[src/rtl/count_arbiter.sv]
// Round-robin front end that shares one bit-population counter between N requesters.
// Selects a requester, launches the counter, holds its operands until done,
// returns the count to the granted requester and aborts hung operations with a watchdog.
module count_arbiter #(
  parameter int unsigned W   = 8,
  parameter int unsigned N   = 4,
  parameter int unsigned TMO = 64
) (
  input  logic           clk,
  input  logic           rst,
  input  logic [N-1:0]   req,
  input  logic [N*W-1:0] req_data,
  input  logic [2*N-1:0] req_sel,
  output logic [N-1:0]   gnt,
  output logic [N-1:0]   rsp_valid,
  output logic [W-1:0]   rsp_cnt,
  output logic           rsp_err,
  output logic           busy,
  output logic           cnt_start,
  output logic [W-1:0]   cnt_a_in,
  output logic [1:0]     cnt_sel,
  input  logic           cnt_done,
  input  logic [W-1:0]   cnt_cntout
);

  localparam int unsigned IW = (N > 1) ? $clog2(N) : 1;
  localparam int unsigned TW = $clog2(TMO + 1);

  localparam logic [1:0] StIdle  = 2'd0;
  localparam logic [1:0] StIssue = 2'd1;
  localparam logic [1:0] StWait  = 2'd2;
  localparam logic [1:0] StResp  = 2'd3;

  localparam logic [IW-1:0] LastIdx  = IW'(N - 1);
  localparam logic [TW-1:0] WdogLast = TW'(TMO - 1);

  logic [1:0]    state_q, state_d;
  logic [IW-1:0] ptr_q, ptr_d;
  logic [IW-1:0] idx_q, idx_d;
  logic [TW-1:0] wdog_q, wdog_d;
  logic [N-1:0]  gnt_q, gnt_d;
  logic [N-1:0]  rsp_valid_q, rsp_valid_d;
  logic [W-1:0]  rsp_cnt_q, rsp_cnt_d;
  logic          rsp_err_q, rsp_err_d;
  logic          busy_q, busy_d;
  logic          cnt_start_q, cnt_start_d;
  logic [W-1:0]  cnt_a_in_q, cnt_a_in_d;
  logic [1:0]    cnt_sel_q, cnt_sel_d;

  logic          found;
  logic [IW-1:0] pick;
  logic [IW-1:0] cand;
  logic [W-1:0]  pick_data;
  logic [1:0]    pick_sel;
  logic          pick_legal;
  logic [N-1:0]  pick_oh;
  logic [N-1:0]  idx_oh;

  function automatic logic [IW-1:0] next_idx(input logic [IW-1:0] i);
    return (i == LastIdx) ? '0 : i + 1'b1;
  endfunction

  // Round-robin search: first set request starting at ptr, wrapping mod N.
  always_comb begin
    found = 1'b0;
    pick  = '0;
    cand  = '0;
    for (int i = 0; i < int'(N); i++) begin
      cand = IW'((int'(ptr_q) + i) % int'(N));
      if (!found && req[cand]) begin
        found = 1'b1;
        pick  = cand;
      end
    end
  end

  // Operand mux for the selected requester.
  always_comb begin
    pick_data = '0;
    pick_sel  = '0;
    for (int i = 0; i < int'(N); i++) begin
      if (pick == IW'(i)) begin
        pick_data = req_data[i*W +: W];
        pick_sel  = req_sel[i*2 +: 2];
      end
    end
  end

  assign pick_legal = (pick_sel == 2'b10) || (pick_sel == 2'b01);
  assign pick_oh    = {{(N-1){1'b0}}, 1'b1} << pick;
  assign idx_oh     = {{(N-1){1'b0}}, 1'b1} << idx_q;

  // Sequencer next state; pulses default low, counter operands hold unless changed.
  always_comb begin
    state_d     = state_q;
    ptr_d       = ptr_q;
    idx_d       = idx_q;
    wdog_d      = wdog_q;
    gnt_d       = '0;
    rsp_valid_d = '0;
    rsp_cnt_d   = '0;
    rsp_err_d   = 1'b0;
    cnt_start_d = 1'b0;
    cnt_a_in_d  = cnt_a_in_q;
    cnt_sel_d   = cnt_sel_q;
    case (state_q)
      StIdle: begin
        if (found) begin
          idx_d = pick;
          if (pick_legal) begin
            state_d     = StIssue;
            gnt_d       = pick_oh;
            cnt_start_d = 1'b1;
            cnt_a_in_d  = pick_data;
            cnt_sel_d   = pick_sel;
          end else begin
            // Illegal mode: answer with an error without touching the counter.
            state_d     = StResp;
            rsp_valid_d = pick_oh;
            rsp_err_d   = 1'b1;
            ptr_d       = next_idx(pick);
          end
        end
      end
      StIssue: begin
        // A done arriving together with start belongs to no operation of ours.
        ptr_d   = next_idx(idx_q);
        wdog_d  = '0;
        state_d = StWait;
      end
      StWait: begin
        wdog_d = wdog_q + 1'b1;
        if (cnt_done) begin
          state_d     = StResp;
          rsp_valid_d = idx_oh;
          rsp_cnt_d   = cnt_cntout;
          cnt_a_in_d  = '0;
          cnt_sel_d   = '0;
        end else if (wdog_q == WdogLast) begin
          state_d     = StResp;
          rsp_valid_d = idx_oh;
          rsp_err_d   = 1'b1;
          cnt_a_in_d  = '0;
          cnt_sel_d   = '0;
        end
      end
      default: begin
        state_d = StIdle;
      end
    endcase
    busy_d = (state_d != StIdle);
  end

  // State and registered outputs, synchronous reset.
  always_ff @(posedge clk) begin
    if (rst) begin
      state_q     <= StIdle;
      ptr_q       <= '0;
      idx_q       <= '0;
      wdog_q      <= '0;
      gnt_q       <= '0;
      rsp_valid_q <= '0;
      rsp_cnt_q   <= '0;
      rsp_err_q   <= 1'b0;
      busy_q      <= 1'b0;
      cnt_start_q <= 1'b0;
      cnt_a_in_q  <= '0;
      cnt_sel_q   <= '0;
    end else begin
      state_q     <= state_d;
      ptr_q       <= ptr_d;
      idx_q       <= idx_d;
      wdog_q      <= wdog_d;
      gnt_q       <= gnt_d;
      rsp_valid_q <= rsp_valid_d;
      rsp_cnt_q   <= rsp_cnt_d;
      rsp_err_q   <= rsp_err_d;
      busy_q      <= busy_d;
      cnt_start_q <= cnt_start_d;
      cnt_a_in_q  <= cnt_a_in_d;
      cnt_sel_q   <= cnt_sel_d;
    end
  end

  assign gnt       = gnt_q;
  assign rsp_valid = rsp_valid_q;
  assign rsp_cnt   = rsp_cnt_q;
  assign rsp_err   = rsp_err_q;
  assign busy      = busy_q;
  assign cnt_start = cnt_start_q;
  assign cnt_a_in  = cnt_a_in_q;
  assign cnt_sel   = cnt_sel_q;

endmodule

[config.mk]
export PLATFORM = sky130hd
export DESIGN_NAME = count_arbiter
export DESIGN_NICKNAME = d
export VERILOG_FILES = /design/src/rtl/count_arbiter.sv
export SDC_FILE = /design/constraint.sdc
export NUM_CORES = 1
export LEC_CHECK = 0
export CAP_MARGIN = 10
export CORE_UTILIZATION = 30
export CTS_CLUSTER_SIZE = 12
export DETAILED_ROUTE_END_ITERATION = 7
export SETUP_SLACK_MARGIN = 0.05
export SLEW_MARGIN = 20
export SYNTH_ARGS = -nofsm -noshare
export SYNTH_HDL_FRONTEND = slang
export SYNTH_SLANG_ARGS = --single-unit
[constraint.sdc]
create_clock -name clk -period 5.8 [get_ports clk]
set_input_delay 1.45 -clock clk [delete_from_list [all_inputs] [get_ports clk]]
set_output_delay 1.45 -clock clk [all_outputs]
set_load 0.02 [all_outputs]
==> impl_metrics.env <==
export IMPL_routed_wl_mm=6.382
export IMPL_worst_pin_slew_ns=0.9793
export IMPL_powerDensity_nw_per_um2=409.3
export IMPL_period_needed_ns=4.523
export IMPL_first_pass_iters=4
export IMPL_worstPathArrival_ns=4.70
export IMPL_rsz0062_at_grt="no"
export IMPL_die_x_um=90.62
export IMPL_clockBufferDepth=2
export IMPL_finalMaxSlewViolations=0
export IMPL_cts_tree="done"
export IMPL_place_ws_ns=0.9714
export IMPL_max_freq_mhz=221.1
export IMPL_synth_edff_count=0
export IMPL_synth_cell_type_count=50
export IMPL_slowest_delay_ns=0.57
export IMPL_wl_per_cell_um=14.12
export IMPL_status="finished, final reports clean"
export IMPL_synth_nets=345
export IMPL_clk_latency_ns=0.30
export IMPL_synth_seq_cells=42
export IMPL_pin_count=84
export IMPL_postLayoutSetupSlackWorst_ns=1.277
export IMPL_fin_skew_ns=0.007685
export IMPL_fp_dieH_um=90.62
export IMPL_grt_pass1_wl_mm=10.24
export IMPL_slowest_stage="ha_1"
export IMPL_numCtsBuffers=5
export IMPL_remaining_drc_errors=0
export IMPL_async_flop_share=0
export IMPL_dp_hpwl_mm=4.788
export IMPL_synthesis_area_um2=2356
export IMPL_slew_headroom=0.3451
export IMPL_routed_via_density=4.976
export IMPL_hold_violations=0
export IMPL_io_buffers=83
export IMPL_fin_crit_sh=0.7799
export IMPL_grt_pass1_vias=2052
export IMPL_core_area_um2=7408
export IMPL_ir_drop_mv=0.1711
export IMPL_cts_htree_levels=2
export IMPL_syn_to_final_growth_pct=41.85
export IMPL_drv_cap=0
export IMPL_cts_resized=0
export IMPL_synth_ff_type="dfxtp_1"
export IMPL_drt_iter0_drc=103
export IMPL_finalSetupTns_ns=0
export IMPL_crit_path_max_fanout=22
export IMPL_setup_viol_count_final=0
export IMPL_vias=2249
export IMPL_hold_class="flop to flop"
export IMPL_hold_buffers=0
export IMPL_final_nets=420
export IMPL_path_class="primary input to flop"
export IMPL_grt_ovfl_total=0
export IMPL_cts_sinks=42
export IMPL_synthCells=277
export IMPL_cts_root_buf="clkbuf_8"
export IMPL_drive_above_1_share=0.05382
export IMPL_start_util=0.3180
export IMPL_grtUsageTotal=0.1554
export IMPL_syn_area_per_cell_um2=8.505
export IMPL_diodes=0
export IMPL_end_kind="flop"
export IMPL_cts_setup_buffers=0
export IMPL_place_congestion=0.7856
export IMPL_cellLeakagePower_uw=0.001195
export IMPL_yosysSeqAreaShare=0.3569
export IMPL_dieArea_um2=8212
export IMPL_antenna_found_initial=0
export IMPL_fp_row_count=31
export IMPL_crit_chain="clkdlybuf4s50_1, mux2i_1, o22ai_1, or2_1, inv_1, ha_1, a211oi_1, a221oi_4, xnor2_4, a21oi_2, mux2_1"
export IMPL_path_clk_slew_ns=0.09
export IMPL_grt_max_degree=25
export IMPL_required_ns=5.98
export IMPL_yosysWarnings=0
export IMPL_critPathLaunchType="primary input"
export IMPL_postRouteAntennaNets=0
==> state kept, by name, summed over array words and instances (netlist names), 2 cells and up <==
name and cells:
idx_q 2, rsp_valid 4, state_q 2, ptr_q 2
wdog_q 7, gnt 4, rsp_cnt 8, cnt_a_in 8
cnt_sel 2
==> worst max-delay path: cells and delay by family <==
| family | cells | cell delay (ns) |
|---|---|---|
| buffers and inverters | 2 | 0.56 |
| XOR/XNOR | 1 | 0.27 |
| AND/OR/NAND/NOR | 1 | 0.28 |
| AO/OA/AOI/OAI | 4 | 1.06 |
| multiplexers | 2 | 0.48 |
| adder cells (fa/ha/maj) | 1 | 0.57 |
==> final cells by class <==
cell class,instances,area (um^2)
Inverter,11,41.29
Clock buffer,5,68.82
Multi-Input combinational cell,209,1393
Clock inverter,3,43.79
Sequential cell,42,840.8
Fill cell,737,4066
Tap cell,99,123.9
Timing Repair Buffer,83,830.8
==> layout by cell type (no fill, tap or decap), types with 2 or more instances in the layout <==
cell type / instances
a211oi_1: 2
a21oi_1: 23
a22oi_1: 2
a31oi_1: 9
a32o_1: 8
a32oi_1: 4
and2_1: 15
clkbuf_8: 5
clkdlybuf4s50_1: 83
dfxtp_1: 42
ha_1: 13
inv_1: 9
inv_2: 2
mux2_1: 2
mux2i_1: 2
nand2_1: 29
nand2b_1: 13
nand3_1: 19
nand3b_1: 2
nand4_1: 3
nor2_1: 16
nor2b_1: 6
nor3_1: 2
nor4_1: 2
o21a_1: 2
o21ai_0: 10
o21ai_1: 2
or3_1: 2
xor2_1: 2
==> power breakdown <==
group | leakage (uW) | internal, uW | total [uW] | switching (uW)
Combinational | 0.000795 | 306 | 729 | 422
Clock | 0.0000585 | 129 | 236 | 107
Sequential | 0.000342 | 356 | 403 | 46.8
==> path summary, 6_finish.rpt <==
| check | cells past startpoint | slack (ns) | endpoint | from |
|---|---|---|---|---|
| max reg2reg | 10 | 2.43 | ptr_q[1] | ptr_q[1] |
| max | 11 | 1.28 | ptr_q[1] | req[0] |
| min | 2 | 0.48 | cnt_a_in[5] | cnt_a_in[5] |
| min reg2reg | 2 | 0.48 | cnt_a_in[5] | cnt_a_in[5] |
==> layer usage <==
metal | global-route usage | vias to the layer above | wire length, um
li1 | - | 1130 | -
met1 | 0.1981 | 1031 | 2866
met2 | 0.2468 | 76 | 2910
met3 | 0.04545 | 12 | 467
met4 | 0.05780 | 0 | 137
met5 | 0 | - | 0
==> metrics by stage <==
stage / instance area, um^2 / hold WS, ns / std cells / utilization / power (uW)
after global placement: 3229 / 0.4684 / 444 / 0.4359 / 1128
after detailed placement: 3229 / 0.4775 / 444 / 0.4359 / 1138
after global routing: 3342 / 0.5156 / 452 / 0.4511 / 1463
after floorplan: 2356 / 0.4584 / 277 / - / 900.8
final: 3342 / 0.4846 / 452 / 0.4511 / 1368
after CTS: 3342 / 0.4886 / 452 / 0.4511 / 1379
==> kinds of logic (layout without fill, tap and decap cells) <==
kind of cell | after synthesis | count (layout) | share of synthesized area
simple gates | 116 | 116 | 0.2645
compound gates | 71 | 71 | 0.2098
flops | 42 | 42 | 0.3569
buf+inv | 26 | 102 | 0.05205
fa+ha+maj | 13 | 13 | 0.06904
xor+xnor | 5 | 5 | 0.02975
mux | 4 | 4 | 0.01806
==> Yosys cell counts (2+ instances only) <==
cell type / instances / area share
nand2_1: 29 / 0.046
nand3_1: 19 / 0.040
o21ai_1: 2 / 0.0042
a22oi_1: 2 / 0.0064
mux2i_1: 2 / 0.0085
dfxtp_1: 42 / 0.36
nor3_1: 2 / 0.0042
buf_6: 3 / 0.014
a32oi_1: 4 / 0.015
inv_2: 2 / 0.0032
inv_1: 9 / 0.014
nand2b_1: 13 / 0.035
nand4_1: 3 / 0.0080
a211oi_1: 2 / 0.0064
or3_1: 2 / 0.0053
nor4_1: 2 / 0.0053
ha_1: 13 / 0.069
o21a_1: 2 / 0.0064
mux2_1: 2 / 0.0096
a32o_1: 8 / 0.034
buf_2: 2 / 0.0042
o21ai_0: 10 / 0.021
a31oi_1: 9 / 0.024
buf_1: 3 / 0.0048
a21oi_1: 23 / 0.049
nor2_1: 16 / 0.025
nor2b_1: 6 / 0.016
and2_1: 15 / 0.040
clkbuf_1: 7 / 0.011
xor2_1: 2 / 0.0074
nand3b_1: 2 / 0.0064
(Power assumes the default switching activity.)
